===== src/rtl/mem_stage_pkg.sv =====
// Shared types and constants for the MEM pipeline stage: FSM states, transfer
// size encodings and the default watchdog limit.
package mem_stage_pkg;

    typedef enum logic {
        IDLE = 1'b0,
        REQ  = 1'b1
    } state_t;

    localparam logic [3:0] SZ_B = 4'd1;
    localparam logic [3:0] SZ_H = 4'd2;
    localparam logic [3:0] SZ_W = 4'd4;
    localparam logic [3:0] SZ_D = 4'd8;

    localparam int TIMEOUT_DEFAULT = 255;

    function automatic logic size_legal(input logic [3:0] size);
        return (size == SZ_B) || (size == SZ_H) || (size == SZ_W) || (size == SZ_D);
    endfunction

endpackage


===== src/rtl/mem_stage_size_mask.sv =====
// Keeps the low 'size' bytes of a doubleword and zeroes the rest; serves both
// store-data masking and load-data zero-extension.
module mem_size_mask
    import mem_stage_pkg::*;
(
    input  logic [63:0] data_in,
    input  logic [3:0]  size,
    output logic [63:0] data_out
);

    // Only legal sizes are ever issued, so anything else passes through whole.
    always_comb begin
        data_out = data_in;
        case (size)
            SZ_B:    data_out = {56'd0, data_in[7:0]};
            SZ_H:    data_out = {48'd0, data_in[15:0]};
            SZ_W:    data_out = {32'd0, data_in[31:0]};
            default: data_out = data_in;
        endcase
    end

endmodule


===== src/rtl/nn_dff.sv =====
// Codebase register cell: WIDTH-bit D flip-flop with asynchronous active-high
// reset to zero.
module nn_dff #(
    parameter int WIDTH = 1
) (
    input  logic             clk,
    input  logic             reset,
    input  logic [WIDTH-1:0] d,
    output logic [WIDTH-1:0] q
);

    always_ff @(posedge clk or posedge reset) begin
        if (reset) q <= '0;
        else       q <= d;
    end

endmodule


===== src/rtl/mem_stage.sv =====
// MEM pipeline stage: issues one data-memory request per load/store, waits for
// the ack under a watchdog, and produces the registered write-back values.
module mem_stage
    import mem_stage_pkg::*;
#(
    parameter int TIMEOUT = TIMEOUT_DEFAULT
) (
    input  logic        clk,
    input  logic        reset,
    input  logic [63:0] alu_result_mem,
    input  logic [63:0] Db_mem,
    input  logic [4:0]  Rd_mem,
    input  logic [3:0]  xfer_size_mem,
    input  logic        MemtoReg_mem,
    input  logic        RegWrite_mem,
    input  logic        MemWrite_mem,
    output logic        dmem_req,
    output logic        dmem_we,
    output logic [63:0] dmem_addr,
    output logic [63:0] dmem_wdata,
    output logic [3:0]  dmem_size,
    input  logic        dmem_ack,
    input  logic [63:0] dmem_rdata,
    output logic        stall_mem,
    output logic [63:0] wb_data,
    output logic [4:0]  Rd_wb,
    output logic        RegWrite_wb,
    output logic        mem_err
);

    localparam logic [7:0] COUNT_LAST = 8'(TIMEOUT - 1);

    state_t      state_q, state_d;
    logic        state_raw_q;
    logic [7:0]  count_q, count_d;
    logic        dmem_req_q, dmem_req_d;
    logic        dmem_we_q, dmem_we_d;
    logic [63:0] dmem_addr_q, dmem_addr_d;
    logic [63:0] dmem_wdata_q, dmem_wdata_d;
    logic [3:0]  dmem_size_q, dmem_size_d;
    logic [63:0] wb_data_q, wb_data_d;
    logic [4:0]  rd_wb_q, rd_wb_d;
    logic        regwrite_wb_q, regwrite_wb_d;
    logic        mem_err_q, mem_err_d;

    logic        memop, misaligned, bad, start, timeout;
    logic [2:0]  size_m1;
    logic [63:0] wdata_masked, rdata_ext;

    mem_size_mask u_wmask (.data_in(Db_mem),     .size(xfer_size_mem), .data_out(wdata_masked));
    mem_size_mask u_rext  (.data_in(dmem_rdata), .size(dmem_size_q),   .data_out(rdata_ext));

    assign state_q = state_t'(state_raw_q);

    // For legal power-of-two sizes the low address bits must be clear; size 8
    // wraps to 3'b111 which gives the doubleword alignment mask.
    always_comb begin
        memop      = MemtoReg_mem | MemWrite_mem;
        size_m1    = xfer_size_mem[2:0] - 3'd1;
        misaligned = |(alu_result_mem[2:0] & size_m1);
        bad        = memop & (!size_legal(xfer_size_mem) | misaligned);
        start      = (state_q == IDLE) & memop & !bad;
        timeout    = (state_q == REQ) & (count_q == COUNT_LAST) & !dmem_ack;
        stall_mem  = start | ((state_q == REQ) & !dmem_ack & !timeout);
    end

    always_comb begin
        state_d       = state_q;
        count_d       = count_q;
        dmem_we_d     = dmem_we_q;
        dmem_addr_d   = dmem_addr_q;
        dmem_wdata_d  = dmem_wdata_q;
        dmem_size_d   = dmem_size_q;
        wb_data_d     = wb_data_q;
        rd_wb_d       = rd_wb_q;
        regwrite_wb_d = 1'b0;
        mem_err_d     = 1'b0;

        case (state_q)
            IDLE: begin
                if (start) begin
                    state_d      = REQ;
                    count_d      = 8'd0;
                    dmem_addr_d  = alu_result_mem;
                    dmem_we_d    = MemWrite_mem;
                    dmem_size_d  = xfer_size_mem;
                    dmem_wdata_d = wdata_masked;
                end else if (bad) begin
                    mem_err_d = 1'b1;
                end else if (!memop) begin
                    wb_data_d     = alu_result_mem;
                    rd_wb_d       = Rd_mem;
                    regwrite_wb_d = RegWrite_mem;
                end
            end
            REQ: begin
                // Upstream is stalled in REQ, so Rd_mem/RegWrite_mem still belong to this op.
                if (dmem_ack) begin
                    state_d = IDLE;
                    if (!dmem_we_q) begin
                        wb_data_d     = rdata_ext;
                        rd_wb_d       = Rd_mem;
                        regwrite_wb_d = RegWrite_mem;
                    end
                end else if (timeout) begin
                    state_d   = IDLE;
                    mem_err_d = 1'b1;
                end else begin
                    count_d = count_q + 8'd1;
                end
            end
            default: state_d = IDLE;
        endcase

        dmem_req_d = (state_d == REQ);
    end

    nn_dff #(.WIDTH(1))  u_state_ff    (.clk(clk), .reset(reset), .d(state_d),       .q(state_raw_q));
    nn_dff #(.WIDTH(8))  u_count_ff    (.clk(clk), .reset(reset), .d(count_d),       .q(count_q));
    nn_dff #(.WIDTH(1))  u_req_ff      (.clk(clk), .reset(reset), .d(dmem_req_d),    .q(dmem_req_q));
    nn_dff #(.WIDTH(1))  u_we_ff       (.clk(clk), .reset(reset), .d(dmem_we_d),     .q(dmem_we_q));
    nn_dff #(.WIDTH(64)) u_addr_ff     (.clk(clk), .reset(reset), .d(dmem_addr_d),   .q(dmem_addr_q));
    nn_dff #(.WIDTH(64)) u_wdata_ff    (.clk(clk), .reset(reset), .d(dmem_wdata_d),  .q(dmem_wdata_q));
    nn_dff #(.WIDTH(4))  u_size_ff     (.clk(clk), .reset(reset), .d(dmem_size_d),   .q(dmem_size_q));
    nn_dff #(.WIDTH(64)) u_wb_data_ff  (.clk(clk), .reset(reset), .d(wb_data_d),     .q(wb_data_q));
    nn_dff #(.WIDTH(5))  u_rd_wb_ff    (.clk(clk), .reset(reset), .d(rd_wb_d),       .q(rd_wb_q));
    nn_dff #(.WIDTH(1))  u_regwr_ff    (.clk(clk), .reset(reset), .d(regwrite_wb_d), .q(regwrite_wb_q));
    nn_dff #(.WIDTH(1))  u_mem_err_ff  (.clk(clk), .reset(reset), .d(mem_err_d),     .q(mem_err_q));

    assign dmem_req    = dmem_req_q;
    assign dmem_we     = dmem_we_q;
    assign dmem_addr   = dmem_addr_q;
    assign dmem_wdata  = dmem_wdata_q;
    assign dmem_size   = dmem_size_q;
    assign wb_data     = wb_data_q;
    assign Rd_wb       = rd_wb_q;
    assign RegWrite_wb = regwrite_wb_q;
    assign mem_err     = mem_err_q;

endmodule


===== config.mk =====
export PLATFORM = sky130hd
export DESIGN_NAME = mem_stage
export DESIGN_NICKNAME = d
export VERILOG_FILES = /design/src/rtl/mem_stage_pkg.sv /design/src/rtl/mem_stage_size_mask.sv /design/src/rtl/nn_dff.sv /design/src/rtl/mem_stage.sv
export SDC_FILE = /design/constraint.sdc
export NUM_CORES = 1
export LEC_CHECK = 0
export ABC_AREA = 1
export CORE_AREA = 2 2 200 123
export CTS_BUF_LIST = sky130_fd_sc_hd__clkbuf_8
export DETAILED_ROUTE_END_ITERATION = 16
export DIE_AREA = 0 0 202 125
export PLACE_DENSITY = 0.76
export SYNTH_ARGS = -nofsm -noshare
export SYNTH_HDL_FRONTEND = slang
export SYNTH_SLANG_ARGS = --single-unit

===== constraint.sdc =====
create_clock -name clk -period 22.9 [get_ports clk]
set_clock_uncertainty 0.15 [all_clocks]
set_input_delay 5.725 -clock clk [delete_from_list [all_inputs] [get_ports clk]]
set_output_delay 5.725 -clock clk [all_outputs]
set_load 0.01 [all_outputs]

Word level (Yosys, flattened, before mapping). Index checks and enable logic that the tools add are counted. W data, S select, Z words.

Muxes and demuxes: 33. Bitwise operators: 12. Equality and inequality tests: 16. Reductions and logical operators: 11. $add $sub $neg: 2.

Operators with widths (number): $pmux W64 S3 (2); $mux W64 (5); $pmux W64 S2 (1); $mux W5 (5); $mux W8 (3); $ne A2 B2 Y1 const B (8); $pmux W8 S2 (1); $mux W1 (12); $pmux W5 S2 (1); $add A8 B1 Y8 const B (1); $eq A4 B1 Y1 const B (2); $eq A4 B2 Y1 const B (2); $eq A4 B3 Y1 const B (2); $eq A8 B8 Y1 const B (1); $and A1 B1 Y1 (7); $pmux W1 S2 (3); $reduce_and A5 Y1 (1); $eq A4 B4 Y1 const B (1); $logic_not A1 Y1 (4); $and A3 B3 Y3 (1); $logic_or A1 B1 Y1 (3); $or A1 B1 Y1 (3); $reduce_and A3 Y1 (1); $reduce_or A3 Y1 (1); 3 further kinds (3).

Bits of input ports: 207. Output and inout bits: 206. Flip-flop bits (word level): 213.

Logic depth before layout (Yosys ltp).
Depth in word-level cells: 11. Mapped depth: 13. Gate-level depth less buffers: 12.

Modules after synthesis. From an unflattened synthesis, not the netlist that was laid out.

Cell total of the unflattened synthesis: 1196. Area, all modules: 10447.5 µm².

Modules (own cells, without submodules): nn_dff (u_addr_ff ...) (instances 3, area each 1605.3 µm², cells each 65, seq. area each 1601.5 µm²); mem_stage (instances 1, area each 3792.4 µm², cells each 745, seq. area each 0.0 µm²); mem_size_mask (instances 2, area each 629.4 µm², cells each 113, seq. area each 0.0 µm²); nn_dff (u_count_ff) (instances 1, area each 203.9 µm², cells each 9, seq. area each 200.2 µm²); nn_dff (u_mem_err_ff ...) (instances 5, area each 28.8 µm², cells each 2, seq. area each 25.0 µm²); nn_dff (u_rd_wb_ff) (instances 1, area each 128.9 µm², cells each 6, seq. area each 125.1 µm²); nn_dff (u_size_ff) (instances 1, area each 103.8 µm², cells each 5, seq. area each 100.1 µm²).

Least setup slack after synthesis. Ideal clock, no wire load.

Path kind: input to output. From: input port xfer_size_mem[0]. To: output port stall_mem. Path slack: 10.145 ns. Arrival: 6.880 ns. Stages on the path: 8. Path buffers: 2. Required time: 17.025 ns. Cells stage by stage: inv_1 > ha_1 > o21ai_4 > nand3_2 > nand3_4 > buf_6 > buf_4 > nand2_1.

Longest elaborated chain between the ends: 10. Elaborated cells on any way between the ends: 16.

RTL lines: from (decl) (line mem_stage.sv:13) `input logic [3:0] xfer_size_mem,`; parallel branches: the longest is 5 deep, another holds $sub A3 B1 Y3; $or A1 B1 Y1 (*) (line mem_stage.sv:61) `bad = memop & (!size_legal(xfer_size_mem) | misaligned);`; $and A1 B1 Y1 (*) (line mem_stage.sv:61); $logic_not A1 Y1 (*) (line mem_stage.sv:62) `start = (state_q == IDLE) & memop & !bad;`; $and A1 B1 Y1 (*) (line mem_stage.sv:62); $or A1 B1 Y1 (*) (line mem_stage.sv:64) `stall_mem = start | ((state_q == REQ) & !dmem_ack & !timeout);`; to (decl) (line mem_stage.sv:24) `output logic stall_mem,`.

Every way passes the cells marked *.

Final worst setup path. Ends and elaborated chain as after synthesis.

==> tab_implementation.tex <==
\begin{tabular}{lr}
\hline
Metric & Value \\
\hline
\multicolumn{2}{l}{\textbf{Status}} \\
Outcome & completed \\
\multicolumn{2}{l}{\textbf{Floorplanning}} \\
Die width & 202 um \\
Number of placed I/O pins & 413 \\
Number of placement rows & 44 \\
Core region area & 23600 um\^{}2 \\
Die extent in y & 125 um \\
Starting Density & 39.2\% \\
Die area & 25300 um\^{}2 \\
\multicolumn{2}{l}{\textbf{Worst setup path}} \\
Start of the worst register-to-register path & u\_req\_ff.q\$\_DFF\_PP0\_ \\
Slowest stage cell, crit path & sky130\_fd\_sc\_hd\_\_nand3\_4 \\
Critical Path, Cell by Cell & clkdlybuf4s50\_1 > inv\_1 > ha\_1 > o21ai\_4 > nand3\_2 > nand3\_4 > nand2\_1 > clkdlybuf4s50\_1 \\
Cell mode on critical path & sky130\_fd\_sc\_hd\_\_clkdlybuf4s50\_1 \\
Top fanout value on the critical path & 70 \\
Arrival @ worst endpoint & 8.49 ns \\
Crit. End Element & output pin \\
Type of origin of the critical path & input port \\
Required time at the worst-slack endpoint & 17.03 ns \\
Largest stage delay, worst path & 0.57 ns \\
Critical setup path kind & input port to output pin \\
Crit. Startpoint & xfer\_size\_mem[0] \\
\multicolumn{2}{l}{\textbf{Timing}} \\
Setup-failing EPs final & 0 \\
Setup TNS & 0 ns \\
Maximum clock frequency & 69.6 MHz \\
Slew at the pin with the worst max-slew slack & 1.09 ns \\
Fin Hold WS & 0.332 ns \\
Remaining max-slew budget at the tightest pin & 27.1\% \\
Min Tclk post-route & 14.37 ns \\
Unrepaired setup endpoints after global routing & no \\
Pins Over Slew Limit & 0 \\
Post-route clock period utilization & 62.8\% \\
Count of endpoints failing hold in the final timing report & 0 \\
\multicolumn{2}{l}{\textbf{Clock network}} \\
Hold-fix buffers at CTS & 0 \\
Clock buffers created by TritonCTS & 34 \\
Max clock buf depth & 3 \\
Clock tree from TritonCTS & yes \\
H-tree lvl count & 2 \\
Clock slew at reported path FFs & 0.06 ns \\
CTS-repair resized insts & 0 \\
Clk Tree Root Cell & sky130\_fd\_sc\_hd\_\_clkbuf\_8 \\
Clock Latency Late Sink & 0.52 ns \\
CTS sink count & 213 \\
Number of buffers inserted by post-CTS setup repair & 0 \\
\multicolumn{2}{l}{\textbf{Synth}} \\
Cell count after synthesis & 1065 \\
Post-synthesis instance area & 9270 um\^{}2 \\
Yosys cell types & 28 \\
Ranking of synthesized cells by area & sky130\_fd\_sc\_hd\_\_dfrtp\_1 58\%, sky130\_fd\_sc\_hd\_\_nand2\_1 10\%, sky130\_fd\_sc\_hd\_\_a21oi\_1 6.0\% \\
Area share of the largest cell type after synthesis & 57.5\% \\
Number of register bits inferred by synthesis & 213 \\
Sequential fraction of the synthesis area & 57.5\% \\
Area leader, netlist & sky130\_fd\_sc\_hd\_\_dfrtp\_1 \\
Post-Synthesis Mean Instance Area & 8.70 um\^{}2 \\
Number of warnings reported in the yosys synthesis log & 0 \\
Post-Syn Nets & 1278 \\
\multicolumn{2}{l}{\textbf{Routing}} \\
Vias per std cell & 4.99 \\
Detailed router's first-iteration violation count & 657 \\
DR pass1 iterations & 5 \\
Total DRC errors in the routed layout & 0 \\
Total wirelength of the detailed-routed design & 31.7 mm \\
DR vias & 8936 \\
Number of routed nets with antenna violations & 0 \\
Wirelength per Cell & 17.7 um \\
\multicolumn{2}{l}{\textbf{Power and ir drop}} \\
Total design power & 1360 uW \\
Pwr per Cell Area & 96.8 nW/um\^{}2 \\
Leak Pwr & 0.00645 uW \\
Maximum resistive drop on vdd & 0.0516 mV \\
\multicolumn{2}{l}{\textbf{Global route}} \\
First-pass GRT wire length & 49.8 mm \\
Sum of overflow across all layers after global routing & 0 \\
GRT Overall Usage & 25.1\% \\
Antenna violations before repair & 1 \\
Number of global-route vias before repair & 8809 \\
Maximum number of pins on one net before global-route repair & 110 \\
\multicolumn{2}{l}{\textbf{Placed design}} \\
Number of input and output port buffers inserted & 412 \\
Half-perimeter wire length of the detailed placement result & 21.8 mm \\
Global placer's final weighted congestion & 0.903 \\
\multicolumn{2}{l}{\textbf{Cells and area}} \\
Synth-to-Final Area Change & 52.0\% \\
Final core utilization & 59.6\% \\
Final \#Nets & 1665 \\
Fraction of layout instances using a drive strength above 1 & 4.42\% \\
\multicolumn{2}{l}{\textbf{Hold path}} \\
Min-delay src & u\_addr\_ff.q[43]\$\_DFFE\_PP0P\_ \\
Hold Crit Class & flip-flop to flip-flop \\
\multicolumn{2}{l}{\textbf{Job}} \\
Count of maximum capacitance violations & 0 \\
\hline
\end{tabular}
-- cell type report --
cell class	instances	area (um^2)
tap	322	403
clock buffer	36	495
timing repair buffer	422	4200
antenna	1	2.50
inverter	98	375
sequential	213	5330
clock inverter	17	121
multi-input combinational	683	3160
fill	2003	9530
-- cells in the final DEF, fill, tap and decap left out, types with 2 or more instances in the layout --
cell / n
sky130_fd_sc_hd__o21ai_1: 104
sky130_fd_sc_hd__a31oi_1: 8
sky130_fd_sc_hd__buf_4: 10
sky130_fd_sc_hd__o21ai_0: 31
sky130_fd_sc_hd__nand2_1: 257
sky130_fd_sc_hd__nor2_1: 77
sky130_fd_sc_hd__inv_1: 106
sky130_fd_sc_hd__bufinv_16: 2
sky130_fd_sc_hd__clkbuf_8: 36
sky130_fd_sc_hd__dfrtp_1: 212
sky130_fd_sc_hd__nand4_1: 34
sky130_fd_sc_hd__ha_1: 6
sky130_fd_sc_hd__o21ai_4: 2
sky130_fd_sc_hd__inv_2: 4
sky130_fd_sc_hd__nand3_1: 41
sky130_fd_sc_hd__nor3_1: 2
sky130_fd_sc_hd__clkdlybuf4s50_1: 412
sky130_fd_sc_hd__a21oi_1: 112
-- where the power goes --
| group | leakage, uW | switching [uW] | total (uW) | internal [uW] |
|---|---|---|---|---|
| combinational | 0.00349 | 237 | 503 | 267 |
| clock | 0.000360 | 148 | 315 | 166 |
| sequential | 0.00260 | 62.5 | 545 | 483 |
| total | 0.00645 | 448 | 1360 | 915 |
-- cells by family (layout without fill, tap and decap cells) --
logic type | after synthesis | in the layout | synth area share [%]
other | 0 | 1 | 0
flip-flops | 213 | 213 | 57.5
XOR/XNOR | 2 | 2 | 0.189
AO/OA/AOI/OAI | 259 | 259 | 14.3
adder cells (fa/ha/maj) | 6 | 6 | 0.810
buffers and inverters | 169 | 573 | 8.52
AND/OR/NAND/NOR | 416 | 416 | 18.6
-- sequential cells by signal, indices dropped and copies added (netlist names) --
| signal | count |
|---|---|
| u_wb_data_ff.q | 64 |
| u_mem_err_ff.q | 1 |
| u_we_ff.q | 1 |
| u_wdata_ff.q | 64 |
| u_size_ff.q | 4 |
| u_rd_wb_ff.q | 5 |
| u_addr_ff.q | 64 |
| u_count_ff.q | 8 |
| u_regwr_ff.q | 1 |
| u_req_ff.q | 1 |
-- Yosys cell counts, drive strengths merged --
| cell | count |
|---|---|
| or2 | 1 |
| buf | 44 |
| a31oi | 8 |
| dfrtp | 213 |
| nand3 | 43 |
| inv | 98 |
| nor3 | 2 |
| ha | 6 |
| nor2 | 78 |
| xnor2 | 1 |
| nand2 | 258 |
| a21oi | 112 |
| a31o | 1 |
| xor2 | 1 |
| clkbuf | 27 |
| o21ai | 138 |
| nand4 | 34 |
-- final timing paths --
path	end	slack (ns)	depth (start not counted)
worst min register to register	u_addr_ff.q[43]$_DFFE_PP0P_	0.33	2
max in group asynchronous	u_req_ff.q$_DFF_PP0_	15.76	3
worst max-delay path	stall_mem	8.53	8
worst max register to register	u_wb_data_ff.q[5]$_DFFE_PP0P_	19.79	8
min in group asynchronous	u_wdata_ff.q[42]$_DFFE_PP0P_	5.54	2
worst min-delay path	u_addr_ff.q[43]$_DFFE_PP0P_	0.33	2
-- per-layer routing --
layer  global-route usage, %  part of all wire, %
met5                       0                    0
met4                    8.82                  2.9
met3                    7.40                  8.2
met2                    38.3                   45
met1                    34.2                   44
-- metrics by stage --
| stage | setup slack (ns) | area, um^2 | std cells |
|---|---|---|---|
| after global routing | 8.36 | 14100 | 1792 |
| final | 8.53 | 14100 | 1792 |
| after global placement | 8.59 | 13500 | 1738 |
| after floorplan | 10.14 | 9270 | 1065 |
| after detailed placement | 8.54 | 13500 | 1738 |
| after CTS | 8.52 | 14100 | 1791 |
-- worst max-delay path: cells and delay by family --
family                     cells  cell delay [ns]
AOI/OAI and AO/OA              1             0.43
adders and majority gates      1             0.26
buffers and inverters          3             1.14
and+or+nand+nor                3             0.94
Power figures use the tool's default switching activity.
